`src/rtl/imm_extender.sv`:
```
// Registered immediate generator: sign/zero/upper extension of a 16-bit field, 2:1 mux with alt, output register.
// Optional IMM_SHIFT2_EN adds a shift2 input that produces word-aligned branch offsets.

module imm_and_gate (
  input  logic a,
  input  logic b,
  output logic y
);
  assign y = a & b;
endmodule

module imm_ext_unit (
  input  logic [15:0] imm,
  input  logic        sbit,
  input  logic        lui,
  input  logic        shift2,
  output logic [31:0] ext32
);
  // lui outranks shift2, which outranks plain extension
  always_comb begin
    ext32 = {{16{sbit}}, imm};
    if (lui) begin
      ext32 = {imm, 16'h0000};
    end else if (shift2) begin
      ext32 = {{14{sbit}}, imm, 2'b00};
    end
  end
endmodule

module imm_mux32 (
  input  logic        sel,
  input  logic [31:0] a,
  input  logic [31:0] b,
  output logic [31:0] y
);
  assign y = sel ? b : a;
endmodule

module imm_extender (
  input  logic        clk,
  input  logic        rst,
  input  logic [15:0] imm,
  input  logic        ext,
  input  logic        lui,
`ifdef IMM_SHIFT2_EN
  input  logic        shift2,
`endif
  input  logic        sel,
  input  logic [31:0] alt,
  input  logic        in_valid,
  output logic [31:0] comb_out,
  output logic [31:0] out,
  output logic        out_valid
);
  // Handshake: in_valid qualifies the inputs; there is no ready. Every rising
  // edge with in_valid=1 and rst=0 captures comb_out into out and raises
  // out_valid for exactly that following cycle.

  logic        sbit;
  logic        shift2_int;
  logic [31:0] ext32;

`ifdef IMM_SHIFT2_EN
  assign shift2_int = shift2;
`else
  assign shift2_int = 1'b0;
`endif

  imm_and_gate u_and (
    .a (ext),
    .b (imm[15]),
    .y (sbit)
  );

  imm_ext_unit u_ext (
    .imm    (imm),
    .sbit   (sbit),
    .lui    (lui),
    .shift2 (shift2_int),
    .ext32  (ext32)
  );

  imm_mux32 u_mux (
    .sel (sel),
    .a   (ext32),
    .b   (alt),
    .y   (comb_out)
  );

  always_ff @(posedge clk) begin
    if (rst) begin
      out       <= 32'h0000_0000;
      out_valid <= 1'b0;
    end else if (in_valid) begin
      out       <= comb_out;
      out_valid <= 1'b1;
    end else begin
      out_valid <= 1'b0;
    end
  end

endmodule

```
`config.mk`:
```
export PLATFORM = sky130hd
export DESIGN_NAME = imm_extender
export DESIGN_NICKNAME = d
export VERILOG_FILES = /design/src/rtl/imm_extender.sv
export SDC_FILE = /design/constraint.sdc
export NUM_CORES = 1
export LEC_CHECK = 0
export BUFFER_PORTS_ARGS = -buffer_cell sky130_fd_sc_hd__buf_2
export CAP_MARGIN = 20
export CELL_PAD_IN_SITES_DETAIL_PLACEMENT = 1
export CELL_PAD_IN_SITES_GLOBAL_PLACEMENT = 1
export CORE_UTILIZATION = 35
export CTS_BUF_LIST = sky130_fd_sc_hd__clkbuf_16
export CTS_CLUSTER_SIZE = 14
export DETAILED_ROUTE_END_ITERATION = 16
export GPL_ROUTABILITY_DRIVEN = 0
export GPL_TIMING_DRIVEN = 1
export MAX_ROUTING_LAYER = met4
export PLACE_DENSITY = 0.95
export SETUP_SLACK_MARGIN = 0.1
export SLEW_MARGIN = 20
export SYNTH_ARGS = -nofsm -noshare
export SYNTH_HDL_FRONTEND = slang
export SYNTH_HIERARCHICAL = 1
export SYNTH_SLANG_ARGS = --single-unit
```
`constraint.sdc`:
```
create_clock -name clk -period 2.95 [get_ports clk]
set_clock_uncertainty 0.2 [all_clocks]
set_input_delay 0 -clock clk [delete_from_list [all_inputs] [get_ports clk]]
set_output_delay 0 -clock clk [all_outputs]
set_load 0.005 [all_outputs]
```
; Word level (Yosys, flattened, before mapping)
; Index checks and enable logic that the tools add are counted.
[word_totals]
ff_bits = 33
input_bits = 54
elab_cells = 6
[classes]
bitwise_logic = 1
muxes = 3
[op_table]
columns = cell, count
row1 = $mux 32, 2
row2 = $and 1x1->1, 1
row3 = $mux 1, 1

; Longest topological paths before layout
; Gate-level depths: netlist of the first run.
[depth]
depth_word = 3
depth_mapped = 7
ltp_nobuf = 6

; Modules after synthesis
; Netlist of the first run, hierarchy kept.
[by_module_without_submodules]
columns = module, instances, cells_per_inst, seq_area_each_um2, area_each_um2
row1 = imm_extender, 1, 107, 660.6, 1206.2
row2 = imm_mux32, 1, 36, 0.0, 544.3
row3 = imm_ext_unit, 1, 72, 0.0, 422.9
row4 = imm_and_gate, 1, 1, 0.0, 6.3

; Worst setup path before layout of the first run
; Ideal clock, no wire load.
[synth_timing]
path_kind = input-to-reg
start = input lui
end = register out[20]
setup_ns = 0.117
setup_slack_ns = 1.737
path_buffers = 2
t_required_ns = 2.633
arrival_time_ns = 0.896
stages = 7
cell_sequence = buf_2 nand2b_4 buf_4 nand2_1 mux2_4 mux2i_1 nor2_1
[synth_between]
elab_chain_len = 2
[synth_rtl]
columns = element, line_no
row1 = "start, declared", 44  ; input logic lui,
row2 = $mux 32, 22  ; if (lui) begin
row3 = named net ext32[20], 61  ; logic [31:0] ext32;
row4 = $mux 32, 36  ; assign y = sel ? b : a;
row5 = named net comb_out[20], 51  ; output logic [31:0] comb_out,
row6 = "end signal, assigned", 95  ; out <= comb_out;
row7 = "end, declared", 52  ; output logic [31:0] out,
; The timed path passes the listed nets, and every way through them passes these cells.
; A chain may end at the register's enable or synchronous reset.

; Final worst setup path of the first run
[layout_timing]
start = input lui
end = output comb_out[31]
[layout_between]
elab_chain_len = 2
[layout_rtl]
columns = element, line_no
row1 = $mux 32, 22
row2 = named net ext32[31], 61
row3 = $mux 32, 36
row4 = "end, declared", 51
; The timed path passes the listed nets, and every way through them passes these cells.

==> results.md, run 1 <==
* Setup crit end kind: output pin
* Port Buf Inserts at 118
* Vias in the first global route at 2102
* Crit Path Max Fanout at 35
* # diodes at 0
* Hold Crit Class: in2reg
* Final total power at 0.001348 W
* Rel. slew slack at 33.01%
* Largest area contributor in the netlist: dfxtp_1
* Vias at 2045
* # resized after CTS at 0
* Pins Over Slew Limit at 0
* DR WL/cell at 16.59 µm
* DRC at 0
* Antenna-violating nets left at 0
* Reg clk slew, reported paths at 0.05 ns
* Detailed Routing Iterations Pass 1 at 4
* RSZ-0062 raised after global routing: false
* Num CTS Buffers at 5
* Final worst-path cycle share at 50.76%
* Final core utilization at 52.21%
* Crit Path Class: in2out
* CTS sink count at 33
* Worst path required time at 2.75 ns
* CTS Buffer Depth at 2
* Final Hold Vio Count at 0
* Largest net degree at the start of global routing at 36
* Hold bufs inserted after CTS at 32
* Placed Cells at 391
* Area of the die at 0.006547 mm²
* Commonest cells after routing, fill and taps aside: 118 x buf_2, 48 x mux2i_1, 44 x nor2_1
* Seq/Total Area, Yosys at 30.31%
* Syn Area/Cell at 10.09 µm²
* Register bit total from synthesis at 33
* Tmin final at 1.497 ns
* Root buffer cell: clkbuf_16
* Syn Nets at 270
* Cell variety after synth at 18
* Post-Synthesis Cells at 216
* Most common cell after layout, fill and taps aside: buf_2
* HPWL after detailed placement at 4831 µm
* Synthesis Warnings at 6
* 1st-iter DRT viols at 73
* Synth top area share at 30.31%
* Area contributors post-synth: dfxtp_1 30%, mux2i_1 22%, mux2_4 21%, nor2_1 7.6%, buf_12 6.4%
* Top-Level Pins at 119
* Level count of the clock H-tree at 2
* Starting Density at 36.60%
* Core ar. at 0.005956 mm²
* Worst skew pair latency at 0.27 ns
* CTS tree: done
* Vias per inst at 4.745
* Layout cells sized above 1 at 44.94%
* Non-Filler Instances at 431
* Netlist Area Pre-Place at 0.002180 mm²
* Max-Cap Viols at 0
* Die W at 80.92 µm
* Endpoints failing setup at 0
* Startpoint types: input pin
* Maximum clock frequency at 667.8 MHz
* Initial antenna violation count at 0
* Setup_tns at 0 ns
* Routed WL at 7152 µm
* Area growth, synth to finish at 42.65%
* Nets at 409
* Gr ovfl total at 0
* First-pass GRT wire length at 10630 µm
* Worst Tran Pin Value at 1.005 ns
* Chip height at 80.92 µm
* Pleak at 1.742 nW
* PwrDens at 433.4 mW/mm²
* Status: finished, final reports clean
* Tot GR Track Use at 22.64%
* Row Count at 28
* Maximum vdd drop at 0.2226 mV
* Crit path DAT at 1.30 ns
* Post-CTS setup buffers at 0
[flip-flops by register name, summed over array words and instances (netlist names)]
name       cells
out           32
out_valid      1
[cell usage after synthesis (all sizes together)]
library cell  number
mux2i             48
nor2              46
dfxtp             33
mux2              32
nand2             30
buf               18
nor3b              2
o21ai              2
and2               1
clkbuf             1
conb               1
nand2b             1
nor2b              1
[metal layers]
layer | wire, µm | vias to the layer above | global-route usage (%)
met5 | 0 | - | -
met4 | 82 | 0 | 6.607
met3 | 384 | 11 | 5.169
met2 | 3813 | 71 | 42.27
met1 | 2871 | 968 | 23.43
li1 | - | 995 | -
[where the power goes]
group / leakage [nW] / internal, W / switching (W)
sequential: 0.271 / 0.000475 / 0.0000143
clock: 0.0687 / 0.000305 / 0.000189
combinational: 1.40 / 0.000200 / 0.000164
[cell families (layout without fill, tap and decap cells)]
logic type,Yosys count,after routing,synth area share [%]
multiplexers,80,80,43.74
AO/OA/AOI/OAI,2,2,0.4593
buffers and inverters,19,159,10.10
AND/OR/NAND/NOR,81,81,15.21
other,1,1,0.1721
flip-flops,33,33,30.31
[critical path: stages]
cell and delay, ns:
buf_2 0.43, nand2b_4 0.34, nand2_1 0.11, mux2_2 0.29
buf_2 0.13
[per-stage QoR]
step	hold slack [ns]	area (µm²)	setup WS (ns)
floorplan	-0.07250	2180	1.737
global placement	0.1031	2651	1.265
detailed placement	0.1083	2651	1.181
CTS	0.05415	3109	1.432
global route	0.08500	3109	1.314
finish	0.04987	3109	1.453
[worst paths after layout]
check / start / endpoint / slack [ns] / cells after the start
worst max-delay path: lui / comb_out[31] / 1.45 / 5
worst min-delay path: rst / out[31] / 0.05 / 2
worst max register to register: out[24] / out[24] / 2.05 / 2
worst min register to register: out[2] / out[2] / 0.29 / 2
[final cells by class]
class,count,area (µm²)
fill,741,2846
timing repair buffer,151,918.4
clock inverter,3,12.51
sequential,33,660.6
multi-input combinational,164,1299
tap,75,93.84
clock buffer,5,125.1
Note: power is estimated with default switching activity, not from simulation.
==> inputs of run 2 (changes only) <==
ABC_AREA = 1   (was not set)
CORE_UTILIZATION = 26   (was 35)
PLACE_DENSITY = 0.89   (was 0.95)
clock period = 1.3 ns   (was 2.95 ns; I/O delays follow)
==> results.md, run 2 <==
* Setup crit end kind: output pin (unchanged)
* Pins Over Slew Limit at 0 (unchanged)
* Register bit total from synthesis at 33 (unchanged)
* First-pass GRT wire length at 13980 µm (was 10630 µm)
* Netlist Area Pre-Place at 0.002245 mm² (was 0.002180 mm²)
* Level count of the clock H-tree at 2 (unchanged)
* Worst skew pair latency at 0.27 ns (about the same)
* Vias per inst at 4.366 (was 4.745)
* Post-CTS setup buffers at 0 (unchanged)
* Nets at 609 (was 409)
* Layout cells sized above 1 at 26.62% (was 44.94%)
* Post-Synthesis Cells at 407 (was 216)
* Top post-synthesis cells by count: 195 x nand2_1, 93 x nor2_1, 36 x inv_1 (was 48 x mux2i_1, 44 x nor2_1, 33 x dfxtp_1)
* Die W at 94.92 µm (was 80.92 µm)
* Chip height at 94.92 µm (was 80.92 µm)
* Met3 WL at 302 µm (was 384 µm)
* Core ar. at 0.008299 mm² (was 0.005956 mm²)
* Number of flops mapped to enable cells by yosys at 0 (unchanged)
* Starting Density at 27.05% (was 36.60%)
* Tmin final at 1.169 ns
* Setup_tns at 0 ns (unchanged)
* Initial antenna violation count at 0 (unchanged)
* Endpoints failing setup at 0 (unchanged)
* CTS tree: done (unchanged)
* Dpl cell area at 0.002899 mm² (was 0.002651 mm²)
* Worst path required time at 1.10 ns (was 2.75 ns)
* Root buffer cell: clkbuf_16 (unchanged)
* CTS Buffer Depth at 2 (unchanged)
* Commonest cells after routing, fill and taps aside: 194 x nand2_1, 118 x buf_2, 92 x nor2_1 (was 118 x buf_2, 48 x mux2i_1, 44 x nor2_1)
* Max-Cap Viols at 0 (unchanged)
* Synth Flop Type: dfxtp_1 (unchanged)
* Synth top area share at 32.61% (was 30.31%)
* Maximum clock frequency at 855.4 MHz
* Maximum vdd drop at 0.5138 mV (was 0.2226 mV)
* Port Buf Inserts at 118 (unchanged)
* # diodes at 0 (unchanged)
* Area of the die at 0.009009 mm² (was 0.006547 mm²)
* Num CTS Buffers at 5 (unchanged)
* Startpoint types: input pin (unchanged)
* Pleak at 2.061 nW (was 1.742 nW)
* Hold Crit Class: in2reg (unchanged)
* 1st-iter DRT viols at 108 (was 73)
* Most common cell after layout, fill and taps aside: nand2_1 (was buf_2)
* Crit path DAT at 0.97 ns (was 1.30 ns)
* Seq/Total Area, Yosys at 29.43% (was 30.31%)
* Area contributors post-synth: nand2_1 33%, dfxtp_1 29%, nor2_1 16%, inv_1 6.0%, buf_6 4.0% (was dfxtp_1 30%, mux2i_1 22%, mux2_4 21%, nor2_1 7.6%, buf_12 6.4%)
* M1 WL at 3991 µm (was 2871 µm)
* Top-count cell post-synth: nand2_1 (was mux2i_1)
* Top-Level Pins at 119 (unchanged)
* Crit Path Class: in2out (unchanged)
* Top Layer Used: met4 (unchanged)
* HPWL after detailed placement at 6251 µm (was 4831 µm)
* Final Hold Vio Count at 0 (unchanged)
* Met2 routed wirelength at 4562 µm (was 3813 µm)
* RSZ-0062 raised after global routing: false (unchanged)
* Cell variety after synth at 17 (was 18)
* Tot GR Track Use at 20.95% (was 22.64%)
* Final worst-path cycle share at 89.93%
* Routed WL at 9060 µm (was 7152 µm)
* Largest area contributor in the netlist: nand2_1 (was dfxtp_1)
* Area growth, synth to finish at 51.11% (was 42.65%)
* Syn Area/Cell at 5.515 µm² (was 10.09 µm²)
* Fraction of registers with async set/reset at 0% (unchanged)
* PwrDens at 982.6 mW/mm² (was 433.4 mW/mm²)
* Detailed Routing Iterations Pass 1 at 5 (was 4)
* Gr ovfl total at 0 (unchanged)
* Post-route cell area at 0.003392 mm² (was 0.003109 mm²)
* Biggest regs: out x32, out_valid x1 (unchanged)
* DRC at 0 (unchanged)
* Vias in the first global route at 2903 (was 2102)
* Crit Path Max Fanout at 2 (was 35)
* Status: finished, final reports clean (unchanged)
* Antenna-violating nets left at 0 (unchanged)
* DR WL/cell at 13.71 µm (was 16.59 µm)
* Synthesis Warnings at 6 (unchanged)
* CTS sink count at 33 (unchanged)
* Max reg flops at 32 (unchanged)
* Row Count at 33 (was 28)
* Reg clk slew, reported paths at 0.05 ns (about the same)
* Vias at 2886 (was 2045)
* Largest net degree at the start of global routing at 66 (was 36)
* Largest register by flop count: out (unchanged)
run 2: changes by cell type in the layout (fill, tap and decap cells not counted), sizes merged, moves of 11 or more:
cell and change:
nor2 +47, mux2 -32, inv +39, mux2i -48
nand2 +175, o21ai +11
run 2: kinds of logic (layout without fill, tap and decap cells):
kind of cell    count (synthesis)  in the layout  synth area share, %
compound gates                 14             14                3.121
simple gates                  298            298                50.95
buf+inv                        61            203                16.33
other cells                     1              8               0.1671
flops                          33             33                29.43
run 2: final cells by class:
cell class / instances / area [µm²]
flip-flops and latches: 33 / 660.6
clock buffers: 5 / 125.1
well taps: 105 / 131.4
clock inverters: 3 / 37.54
inverters: 38 / 150.1
multi-input cells: 320 / 1249
repair buffers: 157 / 1039
fillers: 1135 / 4907
run 2: metrics by stage:
step	std cells	setup slack, ns	total power [W]	hold WS, ns	utilization [%]
floorplan	414	0.2502	0.001601	-0.1288	-
global placement	622	0.1108	0.001910	-0.02351	34.93
detailed placement	622	0.05037	0.001934	-0.009219	34.93
CTS	660	0.1620	0.003340	0.002947	40.51
global route	661	0.1042	0.003534	0.02375	40.87
finish	661	0.1310	0.003333	0.005567	40.87
run 2: repair_timing:
item / CTS / global route
endpoints found under the hold margin: 30 / 0
gates resized for setup: 0 / 3
endpoints found under the setup margin: 0 / 2
hold buffers: 30 / 0
run 2: path summary, 6_finish.rpt:
kind / from / end / slack [ns] / cells after the start
hold / removal: alt[21] / out[21] / 0.006 / 7
setup / recovery: alt[1] / comb_out[1] / 0.13 / 5
hold reg to reg: out[5] / out[5] / 0.27 / 2
setup reg to reg: out[28] / out[28] / 0.48 / 2
run 2: worst max-delay path, cell delays in order:
cell and delay, ns:
dlygate4sd3_1 0.55, buf_2 0.12, nand2_1 0.06, nand2_1 0.09, buf_2 0.15
run 2: where the power goes:
group / internal, W / switching, W / total [W]
Clock: 0.000890 / 0.000427 / 0.00132
Combinational: 0.000399 / 0.000494 / 0.000893
Sequential: 0.00109 / 0.0000382 / 0.00112
Total: 0.00237 / 0.000959 / 0.00333
run 2: routing by layer:
metal	global-route usage, %	vias to the layer above
met2	37.41	83
met5	-	-
li1	-	1467
met4	7.702	0
met3	2.738	14
met1	23.68	1322
